**src/rtl/fifo_ctrl_pkg.sv**
```systemverilog
// Shared constants and types for the synchronous 8-bit FIFO pointer/flag controller.
// Sizing defaults live here so the controller, array and bench agree.
package fifo_ctrl_pkg;

  localparam int FIFO_DEPTH     = 8;
  localparam int FIFO_ADDR_W    = 3;
  localparam int FIFO_DATA_W    = 8;
  localparam int FIFO_AFULL_TH  = 6;
  localparam int FIFO_AEMPTY_TH = 2;

  typedef logic [FIFO_ADDR_W-1:0] ptr_t;

endpackage

```
**src/rtl/fifo_ptr_wrap.sv**
```systemverilog
// Increment-with-wrap pointer register; wraps DEPTH-1 -> 0 by explicit compare,
// so non-power-of-two depths work.
module fifo_ptr_wrap
  import fifo_ctrl_pkg::*;
#(
  parameter int DEPTH  = FIFO_DEPTH,
  parameter int ADDR_W = FIFO_ADDR_W
) (
  input  logic              clk,
  input  logic              rst_n,
  input  logic              clr,
  input  logic              inc,
  output logic [ADDR_W-1:0] ptr
);

  localparam logic [ADDR_W-1:0] LAST = ADDR_W'(DEPTH - 1);

  logic [ADDR_W-1:0] ptr_q;
  logic [ADDR_W-1:0] ptr_d;

  always_comb begin
    ptr_d = ptr_q;
    if (clr) begin
      ptr_d = '0;
    end else if (inc) begin
      ptr_d = (ptr_q == LAST) ? '0 : ptr_q + ADDR_W'(1);
    end
  end

  always_ff @(posedge clk or negedge rst_n) begin
    if (!rst_n) begin
      ptr_q <= '0;
    end else begin
      ptr_q <= ptr_d;
    end
  end

  assign ptr = ptr_q;

endmodule

```
**src/rtl/fifo_ctrl.sv**
```systemverilog
// Pointer and flag controller for the FIFO storage array: qualifies requests,
// owns occupancy, full/empty thresholds, sticky errors and read-data-valid.
module fifo_ctrl
  import fifo_ctrl_pkg::*;
#(
  parameter int DEPTH     = FIFO_DEPTH,
  parameter int ADDR_W    = FIFO_ADDR_W,
  parameter int AFULL_TH  = FIFO_AFULL_TH,
  parameter int AEMPTY_TH = FIFO_AEMPTY_TH
) (
  input  logic              clk,
  input  logic              rst_n,
  input  logic              wr_req,
  input  logic              rd_req,
  input  logic              clr,
  output logic              write_en,
  output logic              read_en,
  output logic [ADDR_W-1:0] wr_ptr,
  output logic [ADDR_W-1:0] rd_ptr,
  output logic              rd_valid,
  output logic [ADDR_W:0]   count,
  output logic              full,
  output logic              empty,
  output logic              almost_full,
  output logic              almost_empty,
  output logic              overflow,
  output logic              underflow
);

  localparam logic [ADDR_W:0] CNT_DEPTH  = (ADDR_W+1)'(DEPTH);
  localparam logic [ADDR_W:0] CNT_AFULL  = (ADDR_W+1)'(AFULL_TH);
  localparam logic [ADDR_W:0] CNT_AEMPTY = (ADDR_W+1)'(AEMPTY_TH);

  logic [ADDR_W:0] count_q, count_d;
  logic            rd_valid_q, rd_valid_d;
  logic            overflow_q, overflow_d;
  logic            underflow_q, underflow_d;

  // Flags decode only registered count, so they never see same-cycle requests.
  assign full         = (count_q == CNT_DEPTH);
  assign empty        = (count_q == '0);
  assign almost_full  = (count_q >= CNT_AFULL);
  assign almost_empty = (count_q <= CNT_AEMPTY);

  // wr_req/rd_req are requests that may be refused; write_en/read_en mark the
  // accepted transfers, each taking effect on the rising edge of its cycle.
  assign write_en = wr_req & ~full  & ~clr;
  assign read_en  = rd_req & ~empty & ~clr;

  always_comb begin
    count_d     = count_q;
    rd_valid_d  = read_en;
    overflow_d  = overflow_q  | (wr_req & full  & ~clr);
    underflow_d = underflow_q | (rd_req & empty & ~clr);
    if (clr) begin
      count_d     = '0;
      overflow_d  = 1'b0;
      underflow_d = 1'b0;
    end else if (write_en && !read_en) begin
      count_d = count_q + (ADDR_W+1)'(1);
    end else if (read_en && !write_en) begin
      count_d = count_q - (ADDR_W+1)'(1);
    end
  end

  always_ff @(posedge clk or negedge rst_n) begin
    if (!rst_n) begin
      count_q     <= '0;
      rd_valid_q  <= 1'b0;
      overflow_q  <= 1'b0;
      underflow_q <= 1'b0;
    end else begin
      count_q     <= count_d;
      rd_valid_q  <= rd_valid_d;
      overflow_q  <= overflow_d;
      underflow_q <= underflow_d;
    end
  end

  fifo_ptr_wrap #(.DEPTH(DEPTH), .ADDR_W(ADDR_W)) u_wr_ptr (
    .clk   (clk),
    .rst_n (rst_n),
    .clr   (clr),
    .inc   (write_en),
    .ptr   (wr_ptr)
  );

  fifo_ptr_wrap #(.DEPTH(DEPTH), .ADDR_W(ADDR_W)) u_rd_ptr (
    .clk   (clk),
    .rst_n (rst_n),
    .clr   (clr),
    .inc   (read_en),
    .ptr   (rd_ptr)
  );

  assign count     = count_q;
  assign rd_valid  = rd_valid_q;
  assign overflow  = overflow_q;
  assign underflow = underflow_q;

endmodule

```
**config.mk**
```make
export PLATFORM = sky130hd
export DESIGN_NAME = fifo_ctrl
export DESIGN_NICKNAME = d
export VERILOG_FILES = /design/src/rtl/fifo_ctrl_pkg.sv /design/src/rtl/fifo_ptr_wrap.sv /design/src/rtl/fifo_ctrl.sv
export SDC_FILE = /design/constraint.sdc
export NUM_CORES = 1
export LEC_CHECK = 0
export CAP_MARGIN = 10
export CORE_MARGIN = 10
export CORE_UTILIZATION = 46
export CTS_CLUSTER_DIAMETER = 40
export DETAILED_ROUTE_END_ITERATION = 16
export GPL_TIMING_DRIVEN = 0
export PLACE_DENSITY = 0.78
export SLEW_MARGIN = 20
export SYNTH_ARGS = -nofsm -noshare
export SYNTH_HDL_FRONTEND = slang
export SYNTH_SLANG_ARGS = --single-unit
```
**constraint.sdc**
```tcl
create_clock -name clk -period 3.1 [get_ports clk]
set_clock_uncertainty 0.1 [all_clocks]
set_input_delay 0.465 -clock clk [delete_from_list [all_inputs] [get_ports clk]]
set_output_delay 0.465 -clock clk [all_outputs]
set_load 0.01 [all_outputs]
```
; Word level (Yosys, flattened, before mapping)
; Cells that the tools add are included.
; W data, S select, Z words.
[classes]
addsub = 4
n_lt_le_gt_ge = 2
eq_ne = 3
muxes = 11
n_bitwise = 13
n_reduce_logical = 8
[op_table]
columns = cell, count
row1 = $mux W3, 6
row2 = $mux W4, 3
row3 = $and A1 B1 Y1, 8
row4 = $add A3 B1 Y3 const B, 2
row5 = $eq A3 B3 Y1 const B, 2
row6 = $add A4 B1 Y4 const B, 1
row7 = $eq A4 B4 Y1 const B, 1
row8 = $ge A4 B3 Y1 const B, 1
row9 = $le A4 B2 Y1 const B, 1
row10 = $logic_not A4 Y1, 1
row11 = $reduce_bool A2 Y1, 2
row12 = $sub A4 B1 Y4 const B, 1
row13 = $not A1 Y1, 3
row14 = $reduce_bool A3 Y1, 1
row15 = $logic_and A1 B1 Y1, 2
row16 = $logic_not A1 Y1, 2
row17 = $mux W1, 2
row18 = $or A1 B1 Y1, 2
[word_totals]
regBits = 13
output_inout_bits = 19
wordCells = 47

; Depth between registers and ports, before layout
; Gate-level depths: netlist of the first run.
[logic_depth]
ltp_word = 9
depth_mapped = 11

; By module
; Synthesis of the first run repeated with hierarchy kept, for this count alone.
[hier_totals]
cells_unflattened = 70
area_unflattened_um2 = 793.3
[by_module_without_submodules]
columns = mod, instances, cells_each, area_per_inst_um2, seq_area_each_um2
row1 = fifo_ctrl, 1, 46, 490.5, 175.2
row2 = fifo_ptr_wrap, 2, 12, 151.4, 75.1

; Worst setup path after synthesis of the first run
; OpenSTA, ideal clock, no wires.
[synth_timing]
path_kind = flip-flop to flip-flop
startpoint = register count_q[1], in the netlist count[1]
endpoint = register count_q[3], in the netlist count[3]
setup_time_ps = 72
arrival_ps = 2658
required_ps = 2928
slack_ps = 270
stages_incl_launch_ff = 12
path_buffers = 2
synth_period_minus_slack_ps = 2830
cell_sequence = dfrtp_1 > buf_6 > or4b_1 > buf_6 > nand2_1 > nor3_1 > inv_1 > ha_1 > a21o_1 > a21oi_1 > mux4_2 > nor2_1
[synth_between]
elab_chain_cells = 8
elab_cells_between_ends = 18
classes_between = add/sub: 2 / eq/ne: 1 / mux: 3 / bitwise: 6 / reduce/logical: 6
[synth_lines]
columns = element, line_no
row1 = from (decl), fifo_ctrl.sv:34  ; logic [ADDR_W:0] count_q, count_d;
row2 = from (signal assigned), fifo_ctrl.sv:73  ; count_q <= count_d;
row3 = branches (longest 8 deep; another with $sub A4 B1 Y4), --
; Several ways; the timed one is not identified. The select of a mux whose other input is x is not followed.
; A chain may end at the register's enable or synchronous reset.

; Worst setup path after layout of the first run
; Same ends and word-level chain as after synthesis.

==> results of run 1 <==
[cell usage after synthesis, types with 2 or more instances]
master | instances | area (um^2)
buf_6 | 3 | 33.8
ha_1 | 6 | 75.1
nand3_1 | 2 | 10.0
nand2_1 | 7 | 26.3
a21oi_1 | 10 | 50.1
dfrtp_1 | 13 | 325
a21o_1 | 2 | 15.0
nor3_1 | 4 | 20.0
inv_1 | 4 | 15.0
xnor2_1 | 2 | 17.5
clkbuf_1 | 3 | 11.3
nor2_1 | 10 | 37.5
a211oi_1 | 3 | 22.5
[metal layers]
metal,vias up,share of wire [%]
li1,357,-
met1,328,40
met2,18,50
met3,3,8.6
met4,0,1.2
met5,-,0
[cell type report]
cell class	count	area, um^2	share of cell area, %
Multi-Input combinational cell	60	429	38.9
Sequential cell	13	325	29.5
Timing Repair Buffer	21	210	19.1
Buffer	8	56.3	5.11
Tap cell	25	31.3	2.84
Clock buffer	4	26.3	2.38
Inverter	5	23.8	2.16
[sequential cells by signal, summed over array words and instances, names as in the netlist]
signal	cells
u_wr_ptr.ptr	3
count	4
underflow	1
overflow	1
u_rd_ptr.ptr	3
rd_valid	1
[worst max-delay path, stage by stage (launching register included)]
cell and delay [ns]:
dfrtp_1 0.42, buf_6 0.16, or4b_1 0.54, buf_6 0.16, nand2_2 0.12, nor3_2 0.07, inv_1 0.09, ha_1 0.23
a21o_1 0.18, a21oi_1 0.18, mux4_2 0.52, nor2_1 0.10
[worst paths after layout]
| kind | from | endpoint | cells after the start | slack, ns |
|---|---|---|---|---|
| min in group asynchronous | rst_n | count[1]$_DFFE_PN0P_ | 1 | 0.45 |
| min | underflow$_DFF_PN0_ | underflow$_DFF_PN0_ | 2 | 0.41 |
| min reg2reg | underflow$_DFF_PN0_ | underflow$_DFF_PN0_ | 2 | 0.41 |
| max | count[1]$_DFFE_PN0P_ | count[3]$_DFFE_PN0P_ | 11 | 0.18 |
| max reg2reg | count[1]$_DFFE_PN0P_ | count[3]$_DFFE_PN0P_ | 11 | 0.18 |
| max in group asynchronous | rst_n | overflow$_DFF_PN0_ | 1 | 2.07 |
[cells by family (layout without fill, tap and decap cells)]
logic type	after synthesis	count (layout)	share of synthesized area, %
compound gates	21	21	17.4
fa+ha+maj	7	7	11.5
simple gates	28	28	16.1
buf+inv	13	38	9.54
xor+xnor	2	2	2.12
flops	13	13	39.4
mux	2	2	3.94
[placed cells by master (no fill, tap or decap), types with 3 or more instances in the layout]
cell | netlist | layout
ha_1 | 6 | 6
nor3_1 | 4 | 3
clkdlybuf4s50_1 | 0 | 21
inv_1 | 4 | 4
clkbuf_1 | 3 | 3
clkbuf_4 | 0 | 3
nor2_1 | 10 | 10
nand2_1 | 7 | 6
a21oi_1 | 10 | 10
dfrtp_1 | 13 | 13
a211oi_1 | 3 | 3
buf_6 | 3 | 3
[report_power, final]
group          internal [uW]  switching (uW)
Combinational            363             331
Clock                   50.0            58.7
Sequential               218            34.5
Total                    631             425
[stage by stage]
stage                     cell area (um^2)  std cells  setup WS [ns]  hold WS [ns]
after floorplan                        826         86          0.270        0.0694
after CTS                             1090        136         0.0882         0.419
after global routing                  1100        136        0.00753         0.464
final                                 1100        136          0.184         0.411
after detailed placement              1070        132          0.108         0.394
after global placement                1070        132          0.114         0.378
==> run summary, run 1 <==
Hold Crit Class - reg2reg
Final Slew Violations - 0
Io pins - 24
Max_slew headroom - 54.8%
Distinct cells, synth - 30
CTS tree - yes
Final Power - 1060 uW
Starting density of the core - 48.4%
Fin crit period - 2.92 ns
Crit end category - register
Synth async-reset ratio - 100%
Period utilisation layout - 94.1%
Vias in the first global route - 739
Average size of a mapped cell - 9.60 um^2
Post-synthesis sequential area ratio - 39.4%
Ys flop type - dfrtp_1
CTS Buf Count - 3
Crit Path Category - reg2reg
Cts repair resizes - 0
Final Net Count - 124
Arr. time, crit path - 3.03 ns
# DRC - 0
Ant. Diodes - 0
RSZ-0062 raised after global routing - false
Drt wl/cell - 14.3 um
YS warnings - 0
Detail Placement HPWL - 1.51 mm
Antenna violation net count after detailed routing - 0
Status - completed
Drt via density - 5.19
Gr busiest metal - met2
GRT Residual Overflow - 0
Pwr/cell area - 957 mW/mm^2
Mapped Cells - 86
Measured slew at the worst slew-check pin - 0.671 ns
Synthesis-to-layout area growth - 33.5%
Maximum vdd drop - 0.000645 V
Final setup TNS - 0 ns
Syn nets - 98
Worst-path fanout max - 10
CTS Root Cell - clkbuf_4
Layout cell share with drive strength beyond 1 - 13.5%
Die area - 0.00389 mm^2
Placeable Area - 0.00171 mm^2
Grt met1 use - 10.6%
# port buffers - 21
Chip Height - 62.4 um
RePlAce Congestion - 0.772
DRT Pass-1 Iters - 4
FF+latch count, synth - 13
Clk slew on worst S/H paths - 0.08 ns
Critical Path RT - 3.22 ns
CTS H-tree depth - 1
Iteration-0 DRC Markers - 20
Initial antenna violation count - 0
Crit start category - register
Die X - 62.4 um
Worst-Skew Late Latency - 0.28 ns
Mapped cell area - 826 um^2
GRT met2 Usage - 17.4%
Met3 Track Usage GR - 4.66%
Post-layout util - 64.5%
Row count - 15
Drt total wl - 1.95 mm
Highest clock rate - 343 MHz
Fill cells - 147
Post-CTS Setup Bufs - 0
Final setup viols - 0
Hold_buf cts - 0
Number of synthesized flops with an enable pin - 0
Clk sinks - 13
Final hold violations - 0
All-Layer GR Usage - 10.0%
First-pass GRT wire length - 3.33 mm
Largest net degree at the start of global routing - 14
Max Cap Viol - 0
CTS Buffer Depth - 2
Vias - 706
Pleak - 0.000499 uW
(Power assumes the default switching activity.)
==> run 2, diff against run 1 <==
Settings changed: GPL_TIMING_DRIVEN 0 to 1.
==> run summary, run 2 (same netlist as run 1, synthesis figures left out) <==
Status - completed
Maximum vdd drop - 0.000600 V (-6.9%)
Vias - 747 (+5.8%)
Crit Path Category - reg2reg
Largest net degree at the start of global routing - 15 (+1)
Period utilisation layout - 91.4% (-2.7 points)
Vias in the first global route - 777 (+5.1%)
Crit end category - register
Reg2Reg Setup Slack - 0.27 ns (+0.08 ns)
# port buffers - 23 (+9.5%)
Detail Placement HPWL - 1.61 mm (+6.6%)
Hold Crit Class - reg2reg
Critical Path RT - 3.21 ns (about the same)
Top routing layer used - met4
Row count - 15 (unchanged)
Final setup TNS - 0 ns (unchanged)
Chip Height - 62.4 um (unchanged)
Met3 wire len - 163 um (-2.4%)
Crit start category - register
Cts repair resizes - 0 (unchanged)
CTS Root Cell - clkbuf_4
Final Slew Violations - 0 (unchanged)
Post-CTS Setup Bufs - 0 (unchanged)
Final Net Count - 126 (+1.6%)
Post-layout util - 65.5% (+0.95 points)
Placeable Area - 0.00171 mm^2 (unchanged)
Synthesis-to-layout area growth - 35.5%
Max Cap Viol - 0 (unchanged)
Pwr/cell area - 940 mW/mm^2 (-1.8%)
CTS tree - yes
DRT Pass-1 Iters - 4 (unchanged)
Hold_buf cts - 0 (unchanged)
Most common cell after layout, fill and taps aside - clkdlybuf4s50_1
Antenna violation net count after detailed routing - 0 (unchanged)
Max_slew headroom - 52.8% (-2.0 points)
Drt wl/cell - 15.1 um (+5.2%)
Critical Path End - count[3]$_DFFE_PN0P_
Final Power - 1050 uW (-0.39%)
Clk sinks - 13 (unchanged)
Fill cells - 146 (-0.68%)
Final hold violations - 0 (unchanged)
Die X - 62.4 um (unchanged)
First-pass GRT wire length - 3.60 mm (+8.3%)
Largest register FFs - 4 (unchanged)
Met1 wire length - 854 um (+9.2%)
Ant. Diodes - 0 (unchanged)
Commonest cells after routing, fill and taps aside - clkdlybuf4s50_1 (23), dfrtp_1 (13), nor2_1 (10), a21oi_1 (10), buf_4 (8)
Worst-path fanout max - 6 (-4)
Layout cell share with drive strength beyond 1 - 13.3% (-0.24 points)
Final setup viols - 0 (unchanged)
Starting density of the core - 48.4% (unchanged)
Fin crit period - 2.83 ns (-0.0826 ns)
Measured slew at the worst slew-check pin - 0.701 ns (+0.0304 ns)
R2R depth - 8 (-3)
Worst setup path start - count[1]$_DFFE_PN0P_
Met2 WL - 1.05 mm (+7.6%)
Post-Place Worst Slack - 0.214 ns (+0.106 ns)
GRT Residual Overflow - 0 (unchanged)
All-Layer GR Usage - 10.9% (+0.85 points)
RR Startpoint - count[1]$_DFFE_PN0P_
Iteration-0 DRC Markers - 13 (-35%)
CTS Buf Count - 3 (unchanged)
CTS H-tree depth - 1 (unchanged)
Arr. time, crit path - 2.95 ns (-0.08 ns)
Highest clock rate - 353 MHz (+2.9%)
CTS Buffer Depth - 2 (unchanged)
Die area - 0.00389 mm^2 (unchanged)
Drt via density - 5.41 (+4.3%)
Clk slew on worst S/H paths - 0.09 ns (about the same)
RSZ-0062 raised after global routing - false
Initial antenna violation count - 0 (unchanged)
RePlAce Congestion - 0.895 (+16%)
Io pins - 24 (unchanged)
Setup ws final - 0.267 ns (+0.0826 ns)
Post-DP Area - 0.00109 mm^2 (+2.3%)
R2r endpoint - count[3]$_DFFE_PN0P_
Drt total wl - 2.08 mm (+6.8%)
Worst-Skew Late Latency - 0.27 ns (about the same)
Pleak - 0.000511 uW (+2.4%)
Post-route cell area - 0.00112 mm^2 (+1.5%)
# DRC - 0 (unchanged)
-- run 2: cell types whose count changed in the layout (fill, tap and decap cells not counted), sizes merged --
cell           before  now
clkbuf              8    4
buf                 4    8
clkdlybuf4s50      21   23
-- run 2: metal layers --
| layer | track usage [%] | up-vias |
|---|---|---|
| li1 | - | 361 |
| met1 | 11.8 | 362 |
| met2 | 18.8 | 22 |
| met3 | 4.30 | 2 |
| met4 | 3.35 | 0 |
| met5 | 0 | - |
-- run 2: final cells by class --
class                   instances  area (um^2)  area share, %
multi-input cells              60          422           37.7
flip-flops and latches         13          325           29.1
repair buffers                 31          290           26.0
well taps                      25         31.3           2.80
clock buffers                   4         26.3           2.35
inverters                       5         23.8           2.13
-- run 2: worst max-delay path, cell delays in order, from the launching register on --
cell and delay, ns:
dfrtp_1 0.45, o41a_2 0.53, nor3_1 0.29, inv_1 0.13, ha_1 0.30, a21o_1 0.18, a21oi_1 0.18, mux4_2 0.52
nor2_1 0.09
-- run 2: stage by stage --
step	hold WS, ns	instances
3_3_place_gp	0.382	134
5_1_grt	0.442	138
6_report	0.401	138
4_1_cts	0.409	138
3_5_place_dp	0.389	134
2_1_floorplan	0.0694	86
-- run 2: how the worst min path moves through the flow --
stage                        startpoint                    to  slack, ns  cells after the start
floorplan                         rst_n  count[0]$_DFFE_PN0P_       0.07                      0
global placement     overflow$_DFF_PN0_    overflow$_DFF_PN0_       0.38                      2
detailed placement   overflow$_DFF_PN0_    overflow$_DFF_PN0_       0.39                      2
CTS                  overflow$_DFF_PN0_    overflow$_DFF_PN0_       0.41                      2
global route        underflow$_DFF_PN0_   underflow$_DFF_PN0_       0.44                      2
finish               overflow$_DFF_PN0_    overflow$_DFF_PN0_       0.40                      2
-- run 2: where the power goes --
group	leakage [uW]	switching, uW	internal, uW
clock	0.0000150	55.3	49.8
combinational	0.000321	303	358
sequential	0.000175	66.9	217
total	0.000511	426	626
==> run 3, diff against run 2 <==
Settings changed: ABC_AREA set to 0, HOLD_SLACK_MARGIN set to 0.05.
==> results of run 3 <==
No change in the layout: final DEF, timing and power equal those of run 2.
